File: config.mk
export PLATFORM = sky130hd
export DESIGN_NAME = sr04_scheduler_flat
export DESIGN_NICKNAME = d
export VERILOG_FILES = /design/src/rtl/sr04_pkg.sv /design/src/rtl/sr04_scheduler_if.sv /design/src/rtl/sr04_period_timer.sv /design/src/rtl/sr04_scheduler.sv /design/src/flat_wrapper.sv
export SDC_FILE = /design/constraint.sdc
export NUM_CORES = 1
export LEC_CHECK = 0
export ABC_AREA = 1
export ABC_CLOCK_PERIOD_IN_PS = 1900
export CORE_ASPECT_RATIO = 0.8
export CORE_MARGIN = 2
export CORE_UTILIZATION = 30
export CTS_BUF_LIST = sky130_fd_sc_hd__clkbuf_8
export DETAILED_ROUTE_END_ITERATION = 10
export SLEW_MARGIN = 20
export SYNTH_ARGS = -nofsm -noshare
export SYNTH_HDL_FRONTEND = slang
export SYNTH_SLANG_ARGS = --single-unit
File: constraint.sdc
create_clock -name clk -period 1.9 [get_ports clk]
set_input_delay 0.38 -clock clk [delete_from_list [all_inputs] [get_ports clk]]
set_output_delay 0.38 -clock clk [all_outputs]
set_load 0.01 [all_outputs]
File: src/rtl/sr04_pkg.sv
// Shared types and helpers for the HC-SR04 measurement scheduler.
// Holds the FSM state encoding, the default distance width and the ms-to-cycles conversion.
package sr04_pkg;

  typedef enum logic [1:0] {
    IDLE = 2'd0,
    FIRE = 2'd1,
    WAIT = 2'd2,
    GAP  = 2'd3
  } sr04_state_e;

  localparam int unsigned DIST_W_DEF = 14;

  function automatic int unsigned ms_to_cyc(input int unsigned clk_hz, input int unsigned ms);
    return clk_hz / 1000 * ms;
  endfunction

endpackage

File: src/rtl/sr04_scheduler_if.sv
// Scheduler-facing bundle: control inputs, sr04_controller handshake and filtered result.
// The slave side is the scheduler; the master side is whatever drives it.
interface sr04_scheduler_if
  import sr04_pkg::*;
#(
  parameter int unsigned DIST_W = DIST_W_DEF
);
  logic              mode_auto;
  logic              req;
  logic              sr_start;
  logic [DIST_W-1:0] sr_dist;
  logic              sr_done;
  logic [DIST_W-1:0] dist_out;
  logic              dist_valid;
  logic              busy;
  logic              timeout_err;

  modport master (
    output mode_auto, req, sr_dist, sr_done,
    input  sr_start, dist_out, dist_valid, busy, timeout_err
  );

  modport slave (
    input  mode_auto, req, sr_dist, sr_done,
    output sr_start, dist_out, dist_valid, busy, timeout_err
  );
endinterface

File: src/rtl/sr04_period_timer.sv
// Cycle counter since the current sr_start; saturates at the period limit and flags timeout/period ends.
// Zero latency flags decoded from the count; clear wins over count enable.
module sr04_period_timer #(
  parameter int unsigned PERIOD_CYC  = 10,
  parameter int unsigned TIMEOUT_CYC = 5
) (
  input  logic clk,
  input  logic rst,
  input  logic en,
  input  logic clr,
  output logic timeout_hit,
  output logic period_hit
);
  localparam int unsigned W = $clog2(PERIOD_CYC);
  localparam logic [W-1:0] P_LAST = W'(PERIOD_CYC - 1);
  localparam logic [W-1:0] T_LAST = W'(TIMEOUT_CYC - 1);

  logic [W-1:0] p_q;

  always_ff @(posedge clk or negedge rst) begin
    if (!rst) begin
      p_q <= '0;
    end else if (clr) begin
      p_q <= '0;
    end else if (en && (p_q != P_LAST)) begin
      p_q <= p_q + W'(1);
    end
  end

  assign timeout_hit = (p_q == T_LAST);
  assign period_hit  = (p_q == P_LAST);
endmodule

File: src/rtl/sr04_scheduler.sv
// Issues sr04_controller start pulses (manual or continuous) and averages 2^AVG_LOG2 samples per burst.
// sr_start one cycle after leaving IDLE, result one cycle after the last sr_done; req while busy is dropped.
module sr04_scheduler
  import sr04_pkg::*;
#(
  parameter int unsigned CLK_HZ     = 100_000_000,
  parameter int unsigned PERIOD_MS  = 60,
  parameter int unsigned TIMEOUT_MS = 30,
  parameter int unsigned AVG_LOG2   = 2,
  parameter int unsigned DIST_W     = DIST_W_DEF
) (
  input logic             clk,
  input logic             rst,
  sr04_scheduler_if.slave bus
);
  localparam int unsigned PERIOD_CYC  = ms_to_cyc(CLK_HZ, PERIOD_MS);
  localparam int unsigned TIMEOUT_CYC = ms_to_cyc(CLK_HZ, TIMEOUT_MS);
  localparam int unsigned ACC_W       = DIST_W + AVG_LOG2;
  localparam int unsigned CNT_W       = AVG_LOG2 + 1;
  localparam logic [CNT_W-1:0] CNT_LAST = CNT_W'((1 << AVG_LOG2) - 1);

  sr04_state_e       state_q, state_d;
  logic [ACC_W-1:0]  acc_q, acc_sum;
  logic [CNT_W-1:0]  cnt_q;
  logic              abort_q, done_q;
  logic [DIST_W-1:0] dist_q;
  logic              valid_q, terr_q;
  logic              timeout_hit, period_hit;
  logic              burst_init, take, last_take, expire;

  // Count restarts on every entry into FIRE so start pulses land exactly PERIOD_CYC apart.
  sr04_period_timer #(
    .PERIOD_CYC  (PERIOD_CYC),
    .TIMEOUT_CYC (TIMEOUT_CYC)
  ) u_timer (
    .clk         (clk),
    .rst         (rst),
    .en          (state_q != IDLE),
    .clr         (state_d == FIRE),
    .timeout_hit (timeout_hit),
    .period_hit  (period_hit)
  );

  always_ff @(posedge clk or negedge rst) begin
    if (!rst) state_q <= IDLE;
    else      state_q <= state_d;
  end

  always_comb begin
    state_d    = state_q;
    burst_init = 1'b0;
    take       = 1'b0;
    expire     = 1'b0;
    case (state_q)
      IDLE: begin
        if (bus.req || bus.mode_auto) begin
          state_d    = FIRE;
          burst_init = 1'b1;
        end
      end
      FIRE: state_d = WAIT;
      WAIT: begin
        // A completion arriving on the timeout cycle still counts as a sample.
        if (bus.sr_done) begin
          take    = 1'b1;
          state_d = GAP;
        end else if (timeout_hit) begin
          expire  = 1'b1;
          state_d = GAP;
        end
      end
      GAP: begin
        if (period_hit) state_d = (done_q || abort_q) ? IDLE : FIRE;
      end
      default: state_d = IDLE;
    endcase
  end

  assign last_take = take && (cnt_q == CNT_LAST);
  assign acc_sum   = acc_q + ACC_W'(bus.sr_dist);

  always_ff @(posedge clk or negedge rst) begin
    if (!rst) begin
      acc_q   <= '0;
      cnt_q   <= '0;
      abort_q <= 1'b0;
      done_q  <= 1'b0;
      dist_q  <= '0;
      valid_q <= 1'b0;
      terr_q  <= 1'b0;
    end else begin
      valid_q <= last_take;
      if (burst_init) begin
        acc_q   <= '0;
        cnt_q   <= '0;
        abort_q <= 1'b0;
        done_q  <= 1'b0;
      end
      if (take) begin
        acc_q <= acc_sum;
        cnt_q <= cnt_q + CNT_W'(1);
      end
      if (last_take) begin
        dist_q <= acc_sum[AVG_LOG2 +: DIST_W];
        done_q <= 1'b1;
      end
      if (expire) begin
        terr_q  <= 1'b1;
        abort_q <= 1'b1;
      end else if (last_take) begin
        terr_q <= 1'b0;
      end
    end
  end

  assign bus.sr_start    = (state_q == FIRE);
  assign bus.busy        = (state_q != IDLE);
  assign bus.dist_out    = dist_q;
  assign bus.dist_valid  = valid_q;
  assign bus.timeout_err = terr_q;
endmodule
File: src/flat_wrapper.sv
// flat-port wrapper written by rule: the top's interface ports become plain ports
module sr04_scheduler_flat import sr04_pkg::*;
#(
  parameter int unsigned CLK_HZ     = 100_000_000,
  parameter int unsigned PERIOD_MS  = 60,
  parameter int unsigned TIMEOUT_MS = 30,
  parameter int unsigned AVG_LOG2   = 2,
  parameter int unsigned DIST_W     = DIST_W_DEF
)
  (clk, rst, bus_mode_auto, bus_req, bus_sr_dist, bus_sr_done, bus_sr_start, bus_dist_out, bus_dist_valid, bus_busy, bus_timeout_err);
  sr04_scheduler_if #(.DIST_W(DIST_W)) bus_i ();
  input logic clk;
  input logic rst;
  input wire logic [$bits(bus_i.mode_auto)-1:0] bus_mode_auto;
  input wire logic [$bits(bus_i.req)-1:0] bus_req;
  input wire logic [$bits(bus_i.sr_dist)-1:0] bus_sr_dist;
  input wire logic [$bits(bus_i.sr_done)-1:0] bus_sr_done;
  output wire logic [$bits(bus_i.sr_start)-1:0] bus_sr_start;
  output wire logic [$bits(bus_i.dist_out)-1:0] bus_dist_out;
  output wire logic [$bits(bus_i.dist_valid)-1:0] bus_dist_valid;
  output wire logic [$bits(bus_i.busy)-1:0] bus_busy;
  output wire logic [$bits(bus_i.timeout_err)-1:0] bus_timeout_err;
  assign bus_i.mode_auto = bus_mode_auto;
  assign bus_i.req = bus_req;
  assign bus_i.sr_dist = bus_sr_dist;
  assign bus_i.sr_done = bus_sr_done;
  assign bus_sr_start = bus_i.sr_start;
  assign bus_dist_out = bus_i.dist_out;
  assign bus_dist_valid = bus_i.dist_valid;
  assign bus_busy = bus_i.busy;
  assign bus_timeout_err = bus_i.timeout_err;
  sr04_scheduler #(.CLK_HZ(CLK_HZ), .PERIOD_MS(PERIOD_MS), .TIMEOUT_MS(TIMEOUT_MS), .AVG_LOG2(AVG_LOG2), .DIST_W(DIST_W)) u_core (.clk(clk), .rst(rst), .bus(bus_i));
endmodule
# --- Word-level counts from Yosys, hierarchy flattened ---
# Cells that the tools add are included.
totals:
  mem_count: 0
  reg_bits: 62
  out_inout_bits: 18
  word_cells: 55
  ramBits: 0
  latchBits: 0
  input_bits: 19
  mem_bits_ro: 0
op_classes:
  div: 0
  add_sub_neg: 3
  shifts: 0
  muxes: 24
  order_cmp: 0
  eq_ne: 8
  multipliers: 0
  bitwise_logic: 0
  reduce_logical: 11
ops:
  columns: ["cell", "count"]
  rows:
  - ["$mux 23", 2]
  - ["$mux 16", 2]
  - ["$add 23x1->23 const B", 1]
  - ["$eq 23x22->1 const B", 1]
  - ["$eq 23x23->1 const B", 1]
  - ["$ne 23x23->1 const B", 1]
  - ["$add 16x14->16", 1]
  - ["$mux 1", 13]
  - ["$reduce_bool 2->1", 6]
  - ["$mux 2", 4]
  - ["$pmux 2 s4", 1]
  - ["$mux 3", 2]
  - ["$eq 2x1->1 const B", 2]
  - ["$eq 2x2->1 const B", 2]
  - ["$add 3x1->3 const B", 1]
  - ["$eq 3x2->1 const B", 1]
  - ["$logic_and 1x1->1", 2]
  - ["$logic_not 2->1", 1]
  - ["$logic_or 1x1->1", 2]

# --- Depth between registers and ports, before layout ---
# Gate-level depths: netlist of run 1.
depth:
  word_depth: 6
  mapped_depth: 12
  mapped_depth_nobuf: 11

# --- By module ---
# Synthesis of run 1 repeated with hierarchy kept, for this count alone.
unflattened:
  hier_cells: 620
  area_unflattened_um2: 4192.8
modules_own_cells:
  columns: ["module", "area_each_um2", "seq_area_each_um2", "n_inst", "cells_each"]
  rows:
  - ["sr04_scheduler", 2426.1, 975.9, 1, 335]
  - ["sr04_period_timer", 1766.7, 575.6, 1, 285]

# --- Worst setup path after synthesis of run 1 ---
# OpenSTA, ideal clock, no wires.
synth_timing:
  path_kind: "input -> register"
  startpoint: "input bus_sr_dist[0]"
  endpoint: "register u_core.acc_q[12]"
  arrival_ps: 1603
  setup_slack_ps: 179
  stages: 9
  n_path_buf: 0
  required_ps: 1782
  cell_sequence: "ha_1 -> inv_1 -> fa_1 -> o21ai_0 -> nand3_1 -> nand3_1 -> nand2_1 -> nand3_1 -> nand2_1"
synth_via:
  elab_chain_cells: 2
synth_lines:
  columns: ["item", "line_no", "text"]
  rows:
  - ["start: declaration", "flat_wrapper.sv:16", "input wire logic [$bits(bus_i.sr_dist)-1:0] bus_sr_dist;"]
  - ["$add 16x14->16", "sr04_scheduler.sv:80", "assign acc_sum = acc_q + ACC_W'(bus.sr_dist);"]
  - ["$mux 16", "sr04_scheduler.sv:99", "if (take) begin"]
  - ["end signal: assignment", "sr04_scheduler.sv:100", "acc_q <= acc_sum;"]
  - ["end: declaration", "sr04_scheduler.sv:23", "logic [ACC_W-1:0] acc_q, acc_sum;"]
# Every way passes these cells.
# A chain may end at the register's enable or synchronous reset.

# --- Final worst setup path of run 1 ---
layout_timing:
  startpoint: "input bus_sr_dist[2]"
  endpoint: "register u_core.acc_q[7]"
# The elaborated chain is that of the path after synthesis.

==> flow_metrics.env, run 1 <==
export IMPL_run_status="finished clean"
export IMPL_fin_crit_period_ns=1.81
export IMPL_clk_pin_slew_worst_paths_ns=0.08
export IMPL_yosys_register_bits=62
export IMPL_cts_tree="done"
export IMPL_p_leak_nw=2.67
export IMPL_drt_first_iter_violations=278
export IMPL_synth_top_area_cell="dfrtp_1"
export IMPL_synth_seq_area_share=0.389
export IMPL_hold_violations=0
export IMPL_final_setup_worst_slack_ns=0.0852
export IMPL_layout_drive_gt1_share=0.151
export IMPL_cp_arrival_ns=2.05
export IMPL_floorplan_initialDensity=0.308
export IMPL_routed_via_count=3801
export IMPL_chip_height_um=107
export IMPL_synth_edff_count=0
export IMPL_fmaxAchievable_ghz=0.551
export IMPL_syn_instance_count=566
export IMPL_power_per_cell_area_nw_per_um2=1080
export IMPL_number_of_top_level_pins=37
export IMPL_synth_area_top_cells="dfrtp_1 (39%), nand2_1 (17%), nand3_1 (7.5%)"
export IMPL_cell_area_after_placement_um2=4820
export IMPL_multi_input_comb_area_um2=2220
export IMPL_grt_pass1_wl_um=17200
export IMPL_grt_overflow=0
export IMPL_grt_max_degree=39
export IMPL_critical_path_peak_fanout=4
export IMPL_post_drt_wl_per_cell_um=12.4
export IMPL_period_share=0.955
export IMPL_numClockSinks=62
export IMPL_port_buffers=36
export IMPL_route_final_wire_length_um=10200
export IMPL_drv_cap=0
export IMPL_synth_area_per_cell_um2=7.04
export IMPL_final_design_area_no_fill_um2=5180
export IMPL_p_sw_mw=2.01
export IMPL_dp_slack_ns=-0.438
export IMPL_worst_setup_path_end_kind="flop"
export IMPL_seq_power_share=0.325
export IMPL_clock_path_buffers=2
export IMPL_route_antenna_remaining_nets=0
export IMPL_syn_num_nets=603
export IMPL_via_count_of_the_first_global_routing_pass=3643
export IMPL_drcViolationCount=0
export IMPL_crit_path_start_kind="input pin"
export IMPL_antenna_diode_count=0
export IMPL_syn2layout_area_growth_pct=30.1
export IMPL_yosys_warnings=0
export IMPL_number_of_antenna_violations_at_the_first_check_in_global_routing=0
export IMPL_gp_routability_congestion=0.912
export IMPL_fp_row_count=37
export IMPL_number_of_buffers_inserted_during_clock_tree_synthesis=9
export IMPL_die_area_um2=14200
export IMPL_grt_usage=0.152
export IMPL_power_switching_share=0.359
export IMPL_setup_viol=0
export IMPL_detail_route_first_pass_iterations=5
export IMPL_combinationalPowerShare=0.444
export IMPL_routed_via_density=4.60
export IMPL_maxSlewViolCount=0
export IMPL_post_route_util=0.401
export IMPL_die_w_um=133
export IMPL_core_um2=12900
export IMPL_yosys_cell_count_top_type="nand2_1"
export IMPL_clk_insertion_delay_late_ns=0.35
export IMPL_cts_root_buf="clkbuf_8"
export IMPL_synth_cell_area_um2=3980
export IMPL_worstMarginPinSlew_ns=0.493
export IMPL_worst_hold_path_type="in -> reg"
export IMPL_cp_data_required_time_ns=2.14
export IMPL_internal_power_consumption_mw=3.58
export IMPL_count_of_different_cell_masters_after_synthesis=34
export IMPL_fill_cells=1298
export IMPL_power_frac_clock=0.231
export IMPL_vdd_ir_drop_max_mv=0.382
export IMPL_cts_htree_levels=3
export IMPL_post_synth_top_area_share=0.389
export IMPL_synth_flop_cell="dfrtp_1"
export IMPL_seqCellArea_um2=1550
export IMPL_critical_setup_path_class="in -> reg"
export IMPL_worst_slew_margin_rel=0.671
export IMPL_timing_clock_skew_ns=0.0136
export IMPL_async_reset_ff_frac=1.00
export IMPL_dp_hpwl_um=7710
export IMPL_synthTopCellsByCount="nand2_1 (180), nor2_1 (75), inv_1 (64), dfrtp_1 (62), nand3_1 (60)"
export IMPL_number_of_nets_in_the_final_layout=683
==> per-stage QoR <==
stage / cells / hold slack, ns / setup TNS, ns / power [mW]
after global placement: 806 / 0.367 / -7.49 / 4.02
final: 826 / 0.413 / 0 / 5.59
after floorplan: 566 / 0.0844 / 0 / 3.13
after CTS: 824 / 0.485 / 0 / 5.42
after detailed placement: 806 / 0.381 / -8.26 / 4.07
after global routing: 826 / 0.438 / -0.0825 / 6.04
==> critical path: stages <==
cell,delay (ns)
clkdlybuf4s50_1,0.51
ha_4,0.23
a21oi_1,0.14
nand2_1,0.12
nand3_1,0.10
nand2_1,0.13
or2_2,0.32
nand3_1,0.07
nand2_1,0.05
==> path summary, 6_finish.rpt <==
path                                                     startpoint                             endpoint  slack [ns]  cells past startpoint
worst max-delay path                                 bus_sr_dist[2]          u_core.acc_q[7]$_DFFE_PN0P_        0.09                      9
max in group asynchronous                                       rst   u_core.u_timer.p_q[11]$_DFFE_PN0P_        0.79                      3
worst max register to register          u_core.acc_q[0]$_DFFE_PN0P_          u_core.acc_q[8]$_DFFE_PN0P_        0.15                     11
worst min register to register  u_core.bus.dist_out[12]$_DFFE_PN0P_  u_core.bus.dist_out[12]$_DFFE_PN0P_        0.48                      2
min in group asynchronous                                       rst         u_core.acc_q[11]$_DFFE_PN0P_        0.52                      2
worst min-delay path                                 bus_sr_dist[0]          u_core.acc_q[0]$_DFFE_PN0P_        0.41                      3
==> cell families (layout without fill, tap and decap cells) <==
kind of cell | Yosys count | in the layout | synth area share
AO/OA/AOI/OAI | 47 | 47 | 0.0675
XOR/XNOR | 13 | 13 | 0.0286
adder cells (fa/ha/maj) | 18 | 18 | 0.0584
buffers and inverters | 79 | 164 | 0.0813
flip-flops | 62 | 62 | 0.389
AND/OR/NAND/NOR | 347 | 347 | 0.375
==> layer usage <==
metal,global-route usage,share of wire
met5,0,0
met4,0.0561,0.015
met3,0.0397,0.049
met2,0.233,0.44
met1,0.207,0.50
==> registers in the layout, summed over array words and instances (netlist names), 2 cells and up <==
register             cells
u_core.state_q           2
u_core.bus.dist_out     14
u_core.cnt_q             3
u_core.acc_q            16
u_core.u_timer.p_q      23
==> cell type report <==
cell class | count | area share
multi-input combinational | 425 | 0.429
timing repair buffer | 77 | 0.136
tap | 175 | 0.0422
inverter | 71 | 0.0519
clock buffer | 9 | 0.0239
clock inverter | 7 | 0.0174
sequential | 62 | 0.299
==> cells in the final DEF (no fill, tap or decap), types with 2 or more instances in the layout <==
cell	n
nand2_1	178
nor2_1	72
inv_1	63
dfrtp_1	62
nand3_1	60
buf_4	37
clkdlybuf4s50_1	32
o21ai_0	23
ha_1	10
a21oi_1	9
clkbuf_8	9
nand2_2	8
xor2_1	8
inv_2	7
nand4_1	7
ha_4	6
nor2_2	5
nor3_1	5
xnor2_1	5
a21oi_2	4
nand3b_1	4
nand3_2	3
buf_12	3
nand3_4	2
a21o_1	2
a22o_1	2
o22ai_1	2
bufinv_16	2
clkinv_2	2
dlymetal6s2s_1	2
==> power groups by stage <==
stage | Clock (mW) | Combinational (mW) | Sequential (mW)
floorplan | 0 | 1.31 | 1.81
global placement | 0 | 2.22 | 1.80
detailed placement | 0 | 2.26 | 1.81
CTS | 1.34 | 2.29 | 1.79
global route | 1.38 | 2.81 | 1.85
finish | 1.29 | 2.48 | 1.81
==> what timing repair did <==
action / CTS / global route
hold buffers: 1 / 0
hold endpoints to repair: 18 / 0
pin swaps: 1 / 7
resized for setup: 2 / 23
setup endpoints to repair: 7 / 33
buffers inserted: 1 / 2
(Power assumes the default switching activity.)
==> run 2, diff against run 1 <==
--- a/config.mk
+++ b/config.mk
@@ -12,6 +12,7 @@
 export CORE_UTILIZATION = 30
 export CTS_BUF_LIST = sky130_fd_sc_hd__clkbuf_8
 export DETAILED_ROUTE_END_ITERATION = 10
+export SKIP_CTS_REPAIR_TIMING = 1
 export SLEW_MARGIN = 20
 export SYNTH_ARGS = -nofsm -noshare
 export SYNTH_HDL_FRONTEND = slang
==> run 2 against run 1 <==
Compared with the run above: clock power barely moved; hold slack worse by 0.0014 ns; via count down 0.61%; sequential share of layout area decreased by 0.086 points; register-to-register slack got worse by 0.04 ns; non-clock buffer count stayed put; critical path depth up 3; combinational power hardly changed; fmax is 0.25% lower; global-route usage about the same; final cell count unchanged; total power increased by 0.28%; largest cell class unchanged.
==> flow_metrics.env, run 2 (synthesis gave the netlist of run 1 again) <==
export IMPL_run_status="finished clean"
export IMPL_worst_hold_path_type="in -> reg"
export IMPL_routed_via_count=3778
export IMPL_grt_met3_usage=0.0397
export IMPL_power_per_cell_area_nw_per_um2=1080
export IMPL_combinationalPowerShare=0.445
export IMPL_route_antenna_remaining_nets=0
export IMPL_number_of_antenna_violations_at_the_first_check_in_global_routing=0
export IMPL_layout_drive_gt1_share=0.157
export IMPL_core_um2=12900
export IMPL_detail_route_first_pass_iterations=5
export IMPL_cell_area_after_placement_um2=4820
export IMPL_largest_register_ff_count=23
export IMPL_syn2layout_area_growth_pct=30.5
export IMPL_seq_power_share=0.324
export IMPL_worst_slew_margin_rel=0.669
export IMPL_p_leak_nw=2.67
export IMPL_clk_pin_slew_worst_paths_ns=0.08
export IMPL_route_final_wire_length_um=10200
export IMPL_number_of_buffers_inserted_during_clock_tree_synthesis=9
export IMPL_drt_first_iter_violations=307
export IMPL_die_w_um=133
export IMPL_hold_violations=0
export IMPL_timing_clock_skew_ns=0.0138
export IMPL_critical_setup_path_class="in -> reg"
export IMPL_total_power_draw_mw=5.60
export IMPL_drv_cap=0
export IMPL_internal_power_consumption_mw=3.57
export IMPL_power_frac_clock=0.231
export IMPL_grt_max_degree=39
export IMPL_fin_crit_period_ns=1.82
export IMPL_grt_usage=0.152
export IMPL_routed_via_density=4.57
export IMPL_power_switching_share=0.362
export IMPL_fp_row_count=37
export IMPL_clk_insertion_delay_late_ns=0.36
export IMPL_period_share=0.958
export IMPL_number_of_top_level_pins=37
export IMPL_post_place_cells=806
export IMPL_number_of_nets_in_the_final_layout=683
export IMPL_dp_slack_ns=-0.438
export IMPL_die_area_um2=14200
export IMPL_final_setup_worst_slack_ns=0.0807
export IMPL_post_drt_wl_per_cell_um=12.4
export IMPL_via_count_of_the_first_global_routing_pass=3636
export IMPL_regToRegSetupSlack_ns=0.11
export IMPL_tns_ns=0
export IMPL_setup_viol=0
export IMPL_maxSlewViolCount=0
export IMPL_vdd_ir_drop_max_mv=0.384
export IMPL_dp_hpwl_um=7710
export IMPL_chip_height_um=107
export IMPL_cts_root_buf="clkbuf_8"
export IMPL_regMostFlops="u_core.u_timer.p_q"
export IMPL_instances_no_fill=826
export IMPL_cts_htree_levels=3
export IMPL_floorplan_initialDensity=0.308
export IMPL_cts_tree="done"
export IMPL_grt_pass1_wl_um=17200
export IMPL_fmaxAchievable_ghz=0.550
export IMPL_crit_path_start_kind="input pin"
export IMPL_worst_setup_path_end_kind="flop"
export IMPL_final_design_area_no_fill_um2=5200
export IMPL_grt_overflow=0
export IMPL_grt_busiest_layer="met2"
export IMPL_clock_path_buffers=2
export IMPL_port_buffers=36
export IMPL_layout_cells_most_common_list="nand2_1 (176), nor2_1 (72), inv_1 (62), dfrtp_1 (62), nand3_1 (58)"
export IMPL_numClockSinks=62
export IMPL_p_sw_mw=2.03
export IMPL_drcViolationCount=0
export IMPL_grt_setup_unrepaired="true"
export IMPL_layout_cells_most_common="nand2_1"
export IMPL_critical_path_peak_fanout=4
export IMPL_groute_layer_met2_usage=0.232
export IMPL_worstMarginPinSlew_ns=0.496
export IMPL_cp_data_required_time_ns=2.15
export IMPL_global_route_usage_met1=0.206
export IMPL_cp_arrival_ns=2.07
export IMPL_antenna_diode_count=0
export IMPL_gp_routability_congestion=0.912
-- run 2: cell types whose count changed in the layout (fill, tap and decap cells not counted), sizes merged --
cell | previous run | this run
dlygate4sd2 | 1 | 0
dlymetal6s2s | 2 | 3
-- run 2: power groups by stage --
stage / combinational (mW) / sequential [mW] / clock [mW]
after floorplan: 1.31 / 1.81 / 0
after global placement: 2.22 / 1.80 / 0
after detailed placement: 2.26 / 1.81 / 0
after CTS: 2.27 / 1.79 / 1.34
after global routing: 2.82 / 1.85 / 1.38
final: 2.49 / 1.82 / 1.29
-- run 2: cell type report --
class                           instances  area [um2]
Clock inverter                          7        90.1
Inverter                               71         269
Tap cell                              175         219
Clock buffer                            9         124
Sequential cell                        62        1550
Fill cell                            1299        7720
Multi-Input combinational cell        425        2230
Timing Repair Buffer                   77         711
-- run 2: worst paths after layout --
kind                       cells after the start                                 from                                   to
max                                           12                       bus_sr_dist[2]   u_core.bus.dist_out[6]$_DFFE_PN0P_
min                                            3                       bus_sr_dist[0]          u_core.acc_q[0]$_DFFE_PN0P_
max reg2reg                                   11          u_core.acc_q[0]$_DFFE_PN0P_   u_core.bus.dist_out[6]$_DFFE_PN0P_
min reg2reg                                    2  u_core.bus.dist_out[12]$_DFFE_PN0P_  u_core.bus.dist_out[12]$_DFFE_PN0P_
max in group asynchronous                      3                                  rst   u_core.u_timer.p_q[11]$_DFFE_PN0P_
min in group asynchronous                      2                                  rst         u_core.acc_q[11]$_DFFE_PN0P_
-- run 2: worst max-delay path: stages --
cell	delay (ns)
clkdlybuf4s50_1	0.45
ha_4	0.30
buf_4	0.10
nand2_1	0.07
nor2_2	0.16
nand2_2	0.06
o211ai_1	0.14
nand2_1	0.14
nand2_1	0.10
nand2_2	0.07
nand3_2	0.05
nand2_1	0.05
-- run 2: routing by layer --
layer | routed length [um] | up-vias | part of all wire
met5 | 0 | - | 0
met2 | 4450 | 93 | 0.44
li1 | - | 1962 | -
met1 | 5070 | 1711 | 0.50
met4 | 144 | 0 | 0.014
met3 | 562 | 12 | 0.055
-- run 2: stage by stage --
stage | hold slack [ns] | util
after CTS | -0.0188 | 0.389
after detailed placement | 0.381 | 0.373
final | 0.411 | 0.402
after global routing | 0.438 | 0.402
after floorplan | 0.0844 | -
after global placement | 0.367 | 0.373
